File: src/rtl/arb_rr_hold.sv
// ---------------------------------------------------------------------------
// arb_rr_hold
//   Round-robin arbiter for two requesters. Each grant tenure is capped at
//   MAX_HOLD cycles. When GAP_EN is set, one grant-free cycle separates
//   tenures. Two saturating counters record how many tenures each requester
//   has started, for coverage and debug.
//
// Parameters
//   MAX_HOLD : maximum consecutive cycles per tenure (1..255)
//   GAP_EN   : 1 = one idle cycle between tenures, 0 = back-to-back handover
//   CNT_W    : width of the per-requester tenure counters
//
// Ports
//   clk      : clock, rising edge
//   reset    : asynchronous active-low reset
//   request  : level-sensitive request vector, bit i = requester i
//   grant    : registered one-hot grant, 2'b00 = no owner
//   busy     : high whenever grant is non-zero
//   hold_cnt : 0-based cycle count inside the current tenure, 0 when idle
//   gnt_cnt0 : tenures started by requester 0, saturating
//   gnt_cnt1 : tenures started by requester 1, saturating
// ---------------------------------------------------------------------------
module arb_rr_hold #(
    parameter int MAX_HOLD = 8,
    parameter int GAP_EN   = 1,
    parameter int CNT_W    = 16
) (
    input  logic             clk,
    input  logic             reset,
    input  logic [1:0]       request,
    output logic [1:0]       grant,
    output logic             busy,
    output logic [7:0]       hold_cnt,
    output logic [CNT_W-1:0] gnt_cnt0,
    output logic [CNT_W-1:0] gnt_cnt1
);

    typedef enum logic [1:0] {
        S_IDLE  = 2'd0,
        S_GRANT = 2'd1,
        S_GAP   = 2'd2
    } state_t;

    // Last legal value of the 0-based hold counter; reaching it ends the tenure.
    localparam logic [7:0] HOLD_LAST = 8'(MAX_HOLD - 1);

    state_t           state_q, state_d;
    logic [1:0]       grant_q, grant_d;
    logic [7:0]       hold_q,  hold_d;
    logic             ptr_q,   ptr_d;
    logic [CNT_W-1:0] cnt0_q,  cnt0_d;
    logic [CNT_W-1:0] cnt1_q,  cnt1_d;

    logic             start;
    logic             start_idx;
    logic             owner;

    function automatic logic [CNT_W-1:0] sat_inc(input logic [CNT_W-1:0] v);
        return (&v) ? v : v + CNT_W'(1);
    endfunction

    // Grant is one-hot while in S_GRANT, so bit 1 alone identifies the owner.
    assign owner = grant_q[1];

    always_comb begin
        state_d   = state_q;
        grant_d   = grant_q;
        hold_d    = hold_q;
        ptr_d     = ptr_q;
        cnt0_d    = cnt0_q;
        cnt1_d    = cnt1_q;
        start     = 1'b0;
        start_idx = 1'b0;

        case (state_q)
            S_IDLE, S_GAP: begin
                state_d = S_IDLE;
                grant_d = 2'b00;
                hold_d  = 8'd0;
                if (request != 2'b00) begin
                    start     = 1'b1;
                    // Contention is resolved by the pointer; a single request wins outright.
                    start_idx = (request == 2'b11) ? ptr_q : request[1];
                end
            end

            S_GRANT: begin
                if (!request[owner] || (hold_q == HOLD_LAST)) begin
                    ptr_d   = ~owner;
                    grant_d = 2'b00;
                    hold_d  = 8'd0;
                    if (GAP_EN != 0) begin
                        state_d = S_GAP;
                    end else if (request[~owner]) begin
                        start     = 1'b1;
                        start_idx = ~owner;
                    end else if (request[owner]) begin
                        // Only reachable on expiry: the owner restarts a fresh tenure.
                        start     = 1'b1;
                        start_idx = owner;
                    end else begin
                        state_d = S_IDLE;
                    end
                end else begin
                    hold_d = hold_q + 8'd1;
                end
            end

            default: begin
                state_d = S_IDLE;
                grant_d = 2'b00;
                hold_d  = 8'd0;
            end
        endcase

        // Every tenure start, from any state, restarts the hold count and bumps the owner's counter.
        if (start) begin
            state_d = S_GRANT;
            grant_d = start_idx ? 2'b10 : 2'b01;
            hold_d  = 8'd0;
            if (start_idx) begin
                cnt1_d = sat_inc(cnt1_q);
            end else begin
                cnt0_d = sat_inc(cnt0_q);
            end
        end
    end

    always_ff @(posedge clk or negedge reset) begin
        if (!reset) begin
            state_q <= S_IDLE;
            grant_q <= 2'b00;
            hold_q  <= 8'd0;
            ptr_q   <= 1'b0;
            cnt0_q  <= '0;
            cnt1_q  <= '0;
        end else begin
            state_q <= state_d;
            grant_q <= grant_d;
            hold_q  <= hold_d;
            ptr_q   <= ptr_d;
            cnt0_q  <= cnt0_d;
            cnt1_q  <= cnt1_d;
        end
    end

    assign grant    = grant_q;
    assign busy     = |grant_q;
    assign hold_cnt = hold_q;
    assign gnt_cnt0 = cnt0_q;
    assign gnt_cnt1 = cnt1_q;

endmodule

File: config.mk
export PLATFORM = sky130hd
export DESIGN_NAME = arb_rr_hold
export DESIGN_NICKNAME = d
export VERILOG_FILES = /design/src/rtl/arb_rr_hold.sv
export SDC_FILE = /design/constraint.sdc
export NUM_CORES = 1
export LEC_CHECK = 0
export CORE_UTILIZATION = 45
export CTS_CLUSTER_SIZE = 20
export DETAILED_ROUTE_END_ITERATION = 16
export PLACE_DENSITY = 0.82
export SYNTH_ARGS = -nofsm -noshare
export SYNTH_HDL_FRONTEND = slang
export SYNTH_SLANG_ARGS = --single-unit
export TNS_END_PERCENT = 10
File: constraint.sdc
create_clock -name clk -period 1.85 [get_ports clk]
set_clock_uncertainty 0.05 [all_clocks]
set_input_delay 0.555 -clock clk [delete_from_list [all_inputs] [get_ports clk]]
set_output_delay 0.555 -clock clk [all_outputs]
set_load 0.005 [all_outputs]
==> run metrics, run 1 <==
internal power=approximately 2.1 mW; gr usage total=0.205; count of antenna diodes in the layout=0; number of register bits inferred by synthesis=45; Vias=between 1.5k and 2k; GR Overflow Total=0; run status=finished, final reports clean; number of nets in the final layout=approximately 280; leakage power summed over all cells=1.62 nW; number of I/O pins=between 40 and 50; time the final worst path needs with I/O delays and setup=1.82 ns; portion of total power attributed to sequential cells=0.456; share of power burned in the clock network=0.213; slowest cell on the critical path=sky130_fd_sc_hd__clkdlybuf4s50_1; Root Buffer=sky130_fd_sc_hd__clkbuf_8; total wire length=5020 µm; Max Cap Viol=0; post-synthesis instance area=2190 µm²; CP delay by family, top=buffers and inverters; Clk pin slew, worst setup/hold paths=0.09 ns; worst flop-to-flop path startpoint=gnt_cnt0[0]; Critical Path Fanout Max=3; overall power of the completed layout=3.20 mW; site row count=24; classification of the worst setup path=reg -> out; number of clock buffers inserted by TritonCTS=5; final hold vios=0; Max clock buf depth=2; synthesized area per cell=11.2 µm²; Max Freq=550 MHz; data arrival time at the worst-slack endpoint=roughly 1.2 ns; Switching Share=0.331; Max IR drop VDD=0.634 mV; total count of max-transition violations in the final report=0; Synthesis Warnings=0; initial cell density of the core=0.485; RSZ-0062 raised after global routing=yes; required time reported for the critical path endpoint=1.24 ns; Fillers=342; Register-to-Register Path Depth=5; gate count of the mapped netlist=195; share of layout cells above drive strength 1=0.247; drt via density=5.45; Core Box Area=4500 µm²; chain of cells forming the critical path=clkdlybuf4s50_1; signed area change from the synthesized netlist to the final layout=40.8%; Total Neg Setup Slack=0 ns; largest net degree at the start of global routing=46; Slew @ Worst Pin=between 0.5 and 0.6 ns; Crit. Startpoint=gnt_cnt1[11]; detailed placer's ending HPWL=between 3000 and 4000 µm; syn_nets=202; DRC violations left=0; net switching power=1.06 mW; leading cell type in the layout, fill and taps excluded=sky130_fd_sc_hd__dfrtp_1; Final period util=0.982; number of global-route vias before repair=1,781; post-DR wirelength/cell=~16 µm; library cells used by synthesis=34; critical register-to-register path endpoint=gnt_cnt0[12]; Die Span Y=71.7 µm; width of the die=just over 70 µm; CTS tree=yes; min-delay worst type=in -> async; clock sink count=45; most frequent cells in the layout=sky130_fd_sc_hd__dfrtp_1 (38), sky130_fd_sc_hd__xor2_1 (28), sky130_fd_sc_hd__dlygate4sd2_1 (28); final weighted congestion in routability-driven placement=0.869; sequential cell area fraction in the yosys report=0.515; worst path bufs/invs=1; Die Area=between 5000 and 6000 µm²; post-route antenna net violation count=0; count of port buffers added during placement=between 40 and 50; # setup viols final=0; CP endpoint kind=output pin; slew margin rel.=0.654; number of H-tree levels=2; Iter 0 DRT Violations=70; largest stage delay on the critical path=0.52 ns; number of antenna violations at the first check in global routing=0; relative contribution of combinational cells to total power=0.331; first-pass GRT wire length=~8200 µm; FF-to-FF setup slack=~0.080 ns; insertion delay of the later-clocked pin in the worst-skew pair=0.31 ns; nature of the critical path startpoint=register; number of iterations in the first detailed-routing pass=4; PwrDens=1040 nW/µm²
worst reg2reg max path: cells and delay by family (launching register included):
| family | cells | cell delay [ns] |
|---|---|---|
| muxes | 1 | 0.35 |
| adders and majority gates | 1 | 0.24 |
| and+or+nand+nor | 3 | 0.67 |
| DFF | 1 | 0.36 |
logic make-up (layout without fill, tap and decap cells):
kind of cell / Yosys count / after routing / share of synthesized area
simple gates: 94 / 94 / 0.270
xor+xnor: 33 / 33 / 0.132
mux: 7 / 7 / 0.0389
compound gates: 4 / 4 / 0.0109
buf+inv: 9 / 85 / 0.0155
fa+ha+maj: 3 / 3 / 0.0172
flops: 45 / 45 / 0.515
cells in the mapped netlist:
library cell	number	area (µm²)
sky130_fd_sc_hd__and4_1	1	8.76
sky130_fd_sc_hd__nor4_4	2	42.5
sky130_fd_sc_hd__mux2_2	3	33.8
sky130_fd_sc_hd__mux2_4	2	30.0
sky130_fd_sc_hd__clkbuf_1	1	3.75
sky130_fd_sc_hd__nand4_4	2	42.5
sky130_fd_sc_hd__nand2b_1	2	12.5
sky130_fd_sc_hd__nor2b_1	2	12.5
sky130_fd_sc_hd__ha_1	3	37.5
sky130_fd_sc_hd__nand4_2	1	12.5
sky130_fd_sc_hd__and4_2	1	10.0
sky130_fd_sc_hd__nand3b_1	1	7.51
sky130_fd_sc_hd__nand4_1	6	37.5
sky130_fd_sc_hd__a41oi_1	1	8.76
sky130_fd_sc_hd__or3_4	1	11.3
sky130_fd_sc_hd__nor3_1	15	75.1
sky130_fd_sc_hd__xnor2_1	5	43.8
sky130_fd_sc_hd__nor4b_1	2	17.5
sky130_fd_sc_hd__dfrtp_1	45	1130
sky130_fd_sc_hd__nor2_1	12	45.0
sky130_fd_sc_hd__nor4_2	1	12.5
sky130_fd_sc_hd__mux2i_1	1	10.0
sky130_fd_sc_hd__mux2_1	1	11.3
sky130_fd_sc_hd__nand3_1	12	60.1
sky130_fd_sc_hd__and2_1	2	12.5
sky130_fd_sc_hd__nand2_1	12	45.0
sky130_fd_sc_hd__nor4_1	7	43.8
sky130_fd_sc_hd__o21ai_0	3	15.0
sky130_fd_sc_hd__nor3b_1	5	37.5
sky130_fd_sc_hd__and3_1	3	18.8
sky130_fd_sc_hd__or2_1	2	12.5
sky130_fd_sc_hd__xor2_1	28	245
sky130_fd_sc_hd__inv_1	8	30.0
sky130_fd_sc_hd__nor2_2	2	12.5
power groups by stage:
stage	registers, mW	clock network, mW	logic [mW]
final	1.46	0.681	1.06
after global routing	1.50	0.728	1.16
after CTS	1.46	0.693	1.05
after detailed placement	1.48	0	1.02
after global placement	1.47	0	0.998
after floorplan	1.46	0	0.420
layer usage:
| layer | wire (µm) | track usage |
|---|---|---|
| met1 | 2120 | 0.252 |
| met2 | 2630 | 0.344 |
| met3 | 180 | 0.0534 |
| met4 | 83 | 0.0850 |
| met5 | 0 | 0 |
layout make-up:
type	count	area (µm²)	area share
clock buffers	7	96.3	0.0313
clock inverters	1	5.00	0.00163
inverters	8	30.0	0.00976
multi-input cells	141	1110	0.362
flip-flops and latches	45	1130	0.369
well taps	52	65.1	0.0211
repair buffers	69	631	0.205
registers in the layout (all words and copies together), names as in the netlist:
| name | flops |
|---|---|
| gnt_cnt0 | 16 |
| gnt_cnt1 | 16 |
| hold_cnt | 8 |
| grant | 2 |
| state_q | 2 |
| ptr_q | 1 |
worst max-delay path by stage:
stage / slack [ns] / cells past startpoint / to
final: 0.03 / 1 / gnt_cnt1[11]
after floorplan: 0.09 / 5 / gnt_cnt0[12]
after global placement: -0.37 / 6 / ptr_q
after CTS: -0.04 / 5 / gnt_cnt1[14]
after global routing: -0.06 / 6 / gnt_cnt0[8]
after detailed placement: -0.43 / 6 / ptr_q
what timing repair did:
item | in CTS | in global routing
buffers inserted | 5 | 1
endpoints found under the setup margin | 44 | 32
gates resized for setup | 44 | 20
pin swaps | 2 | 3
hold buffers | 0 | 0
stage by stage:
stage	util	setup WS (ns)	instance area [µm²]	hold WS [ns]	cells
final	0.683	0.0330	3080	0.149	323
after floorplan	-	0.0947	2190	0.209	195
after global placement	0.631	-0.368	2840	0.380	309
after global routing	0.683	-0.0570	3080	0.174	323
after CTS	0.663	-0.0385	2990	0.169	322
after detailed placement	0.631	-0.428	2840	0.387	309
(Power assumes the default switching activity.)
==> run 2, diff against run 1 <==
Settings changed: CORE_UTILIZATION 45 to 30, PLACE_DENSITY 0.82 to 0.61.
==> run metrics, run 2 (same netlist as run 1, synthesis figures left out) <==
logic depth of the worst path, buffers included=1 (unchanged); most frequent cells in the layout=sky130_fd_sc_hd__dfrtp_1 (40), sky130_fd_sc_hd__buf_4 (34), sky130_fd_sc_hd__xor2_1 (28) (was sky130_fd_sc_hd__dfrtp_1 (38), sky130_fd_sc_hd__xor2_1 (28), sky130_fd_sc_hd__dlygate4sd2_1 (28)); PwrDens=976 nW/µm² (was 1040 nW/µm²); slowest cell on the critical path=sky130_fd_sc_hd__clkdlybuf4s50_1 (unchanged); Max IR drop VDD=0.422 mV (was 0.634 mV); CP endpoint kind=output pin (unchanged); minimum setup slack after placement=-0.398 ns (was -0.428 ns); detailed placer's ending HPWL=3350 µm (was 3260 µm); number of global-route vias before repair=1,746 (was 1,781); number of antenna violations at the first check in global routing=0 (unchanged); Die Span Y=87.4 µm (was 71.7 µm); Iter 0 DRT Violations=33 (was 70); number of iterations in the first detailed-routing pass=4 (unchanged); CP delay by family, top=buffers and inverters (unchanged); Worst Setup Slack, final=0.0599 ns (was 0.0330 ns); Critical Path Fanout Max=3 (unchanged); chain of cells forming the critical path=clkdlybuf4s50_1 (unchanged); initial cell density of the core=0.316 (was 0.485); number of I/O pins=47 (unchanged); Max clock buf depth=2 (unchanged); instance area after placement=2960 µm² (was 2840 µm²); Clk pin slew, worst setup/hold paths=0.08 ns (was 0.09 ns); Max Cap Viol=0 (unchanged); Max Freq=559 MHz (was 550 MHz); # setup viols final=0 (unchanged); share of layout cells above drive strength 1=0.294 (was 0.247); RSZ-0062 raised after global routing=yes (unchanged); data arrival time at the worst-slack endpoint=1.19 ns (was 1.21 ns); classification of the worst setup path=reg -> out (unchanged); count of port buffers added during placement=46 (unchanged); largest stage delay on the critical path=0.51 ns (was 0.52 ns); portion of total power attributed to sequential cells=0.453 (was 0.456); Final Cell Area=3240 µm² (was 3080 µm²); GR Overflow Total=0 (unchanged); net switching power=1.04 mW (was 1.06 mW); final hold vios=0 (unchanged); gr usage total=0.136 (was 0.205); DRC violations left=0 (unchanged); number of nets in the final layout=288 (was 277); Slew @ Worst Pin=0.428 ns (was 0.515 ns); first-pass GRT wire length=8120 µm (was 8200 µm); relative contribution of combinational cells to total power=0.360 (was 0.331); slew margin rel.=0.713 (was 0.654); leakage power summed over all cells=1.72 nW (was 1.62 nW); worst path bufs/invs=1 (unchanged); final cell count without fillers=378 (was 323); internal power=2.13 mW (was 2.14 mW); total wire length=4920 µm (was 5020 µm); Die Area=7630 µm² (was 5140 µm²); nature of the critical path startpoint=register (unchanged); required time reported for the critical path endpoint=1.24 ns (about the same); insertion delay of the later-clocked pin in the worst-skew pair=0.29 ns (was 0.31 ns); Total Neg Setup Slack=0 ns (unchanged); overall power of the completed layout=3.16 mW (was 3.20 mW); total count of max-transition violations in the final report=0 (unchanged); cell count after placement=361 (was 309); Vias=1,762 (was 1,761); Switching Share=0.327 (was 0.331); number of clock buffers inserted by TritonCTS=5 (unchanged); site row count=30 (was 24); time the final worst path needs with I/O delays and setup=1.79 ns (was 1.82 ns); post-route antenna net violation count=0 (unchanged); post-DR wirelength/cell=13.0 µm (was 15.5 µm); Root Buffer=sky130_fd_sc_hd__clkbuf_8 (unchanged); run status=finished, final reports clean (unchanged); drt via density=4.66 (was 5.45); Register-to-Register Path Depth=5 (unchanged); final weighted congestion in routability-driven placement=0.774 (was 0.869); Core Box Area=6910 µm² (was 4500 µm²); clock sink count=45 (unchanged); count of antenna diodes in the layout=0 (unchanged); width of the die=87.4 µm (was 71.7 µm); CTS tree=yes (unchanged); largest net degree at the start of global routing=46 (unchanged); number of H-tree levels=2 (unchanged); leading cell type in the layout, fill and taps excluded=sky130_fd_sc_hd__dfrtp_1 (unchanged); signed area change from the synthesized netlist to the final layout=48.3% (was 40.8%); Final period util=0.968 (was 0.982); min-delay worst type=in -> async (unchanged); share of power burned in the clock network=0.187 (was 0.213)
[run 2: cell count changes in the layout (fill, tap and decap cells not counted), sizes merged]
cell           delta
dlymetal6s2s      +4
clkbuf            +1
buf              +10
clkdlybuf4s50     +1
dlygate4sd2       -4
clkinv            -1
[run 2: area by class of cell]
cell class,count,area [µm²]
fillers,691,3660
well taps,96,120
flip-flops and latches,45,1130
multi-input cells,141,1150
inverters,8,30.0
repair buffers,80,731
clock buffers,8,80.1
[run 2: power by group through the flow]
stage	registers, mW	clock network [mW]	logic [mW]
detailed placement	1.45	0	1.11
floorplan	1.46	0	0.420
global placement	1.46	0	1.08
global route	1.47	0.653	1.26
finish	1.43	0.591	1.14
CTS	1.42	0.620	1.11
[run 2: what timing repair did]
action,4_1_cts,5_1_grt
hold buffers,0,0
gates resized for setup,38,32
setup buffers,7,2
hold endpoints to repair,0,0
endpoints found under the setup margin,41,49
pin swaps,2,7
[run 2: metal layers]
layer / vias up / part of all wire / global-route usage
li1: 857 / - / -
met1: 869 / 0.45 / 0.173
met2: 30 / 0.50 / 0.235
met3: 6 / 0.034 / 0.0322
met4: 0 / 0.0081 / 0.0313
met5: - / 0 / 0
[run 2: worst reg2reg max path: cells and delay by family, from the launching register on]
kind | cells | cell delay, ns
and+or+nand+nor | 3 | 0.66
muxes | 1 | 0.35
DFF | 1 | 0.37
adders and majority gates | 1 | 0.22
[run 2: worst paths after layout]
check	startpoint	end	slack, ns
max	gnt_cnt1[11]	gnt_cnt1[11]	0.06
min	reset	gnt_cnt1[14]	0.18
max reg2reg	gnt_cnt0[0]	gnt_cnt0[12]	0.09
min reg2reg	gnt_cnt1[11]	gnt_cnt1[11]	0.45
max in group asynchronous	reset	gnt_cnt0[4]	1.34
min in group clk	gnt_cnt1[11]	gnt_cnt1[11]	0.45
[run 2: stage by stage]
| stage | utilization | hold slack [ns] |
|---|---|---|
| 5_1_grt | 0.469 | 0.193 |
| 3_3_place_gp | 0.428 | 0.377 |
| 6_report | 0.469 | 0.180 |
| 4_1_cts | 0.449 | 0.184 |
| 2_1_floorplan | - | 0.209 |
| 3_5_place_dp | 0.428 | 0.384 |
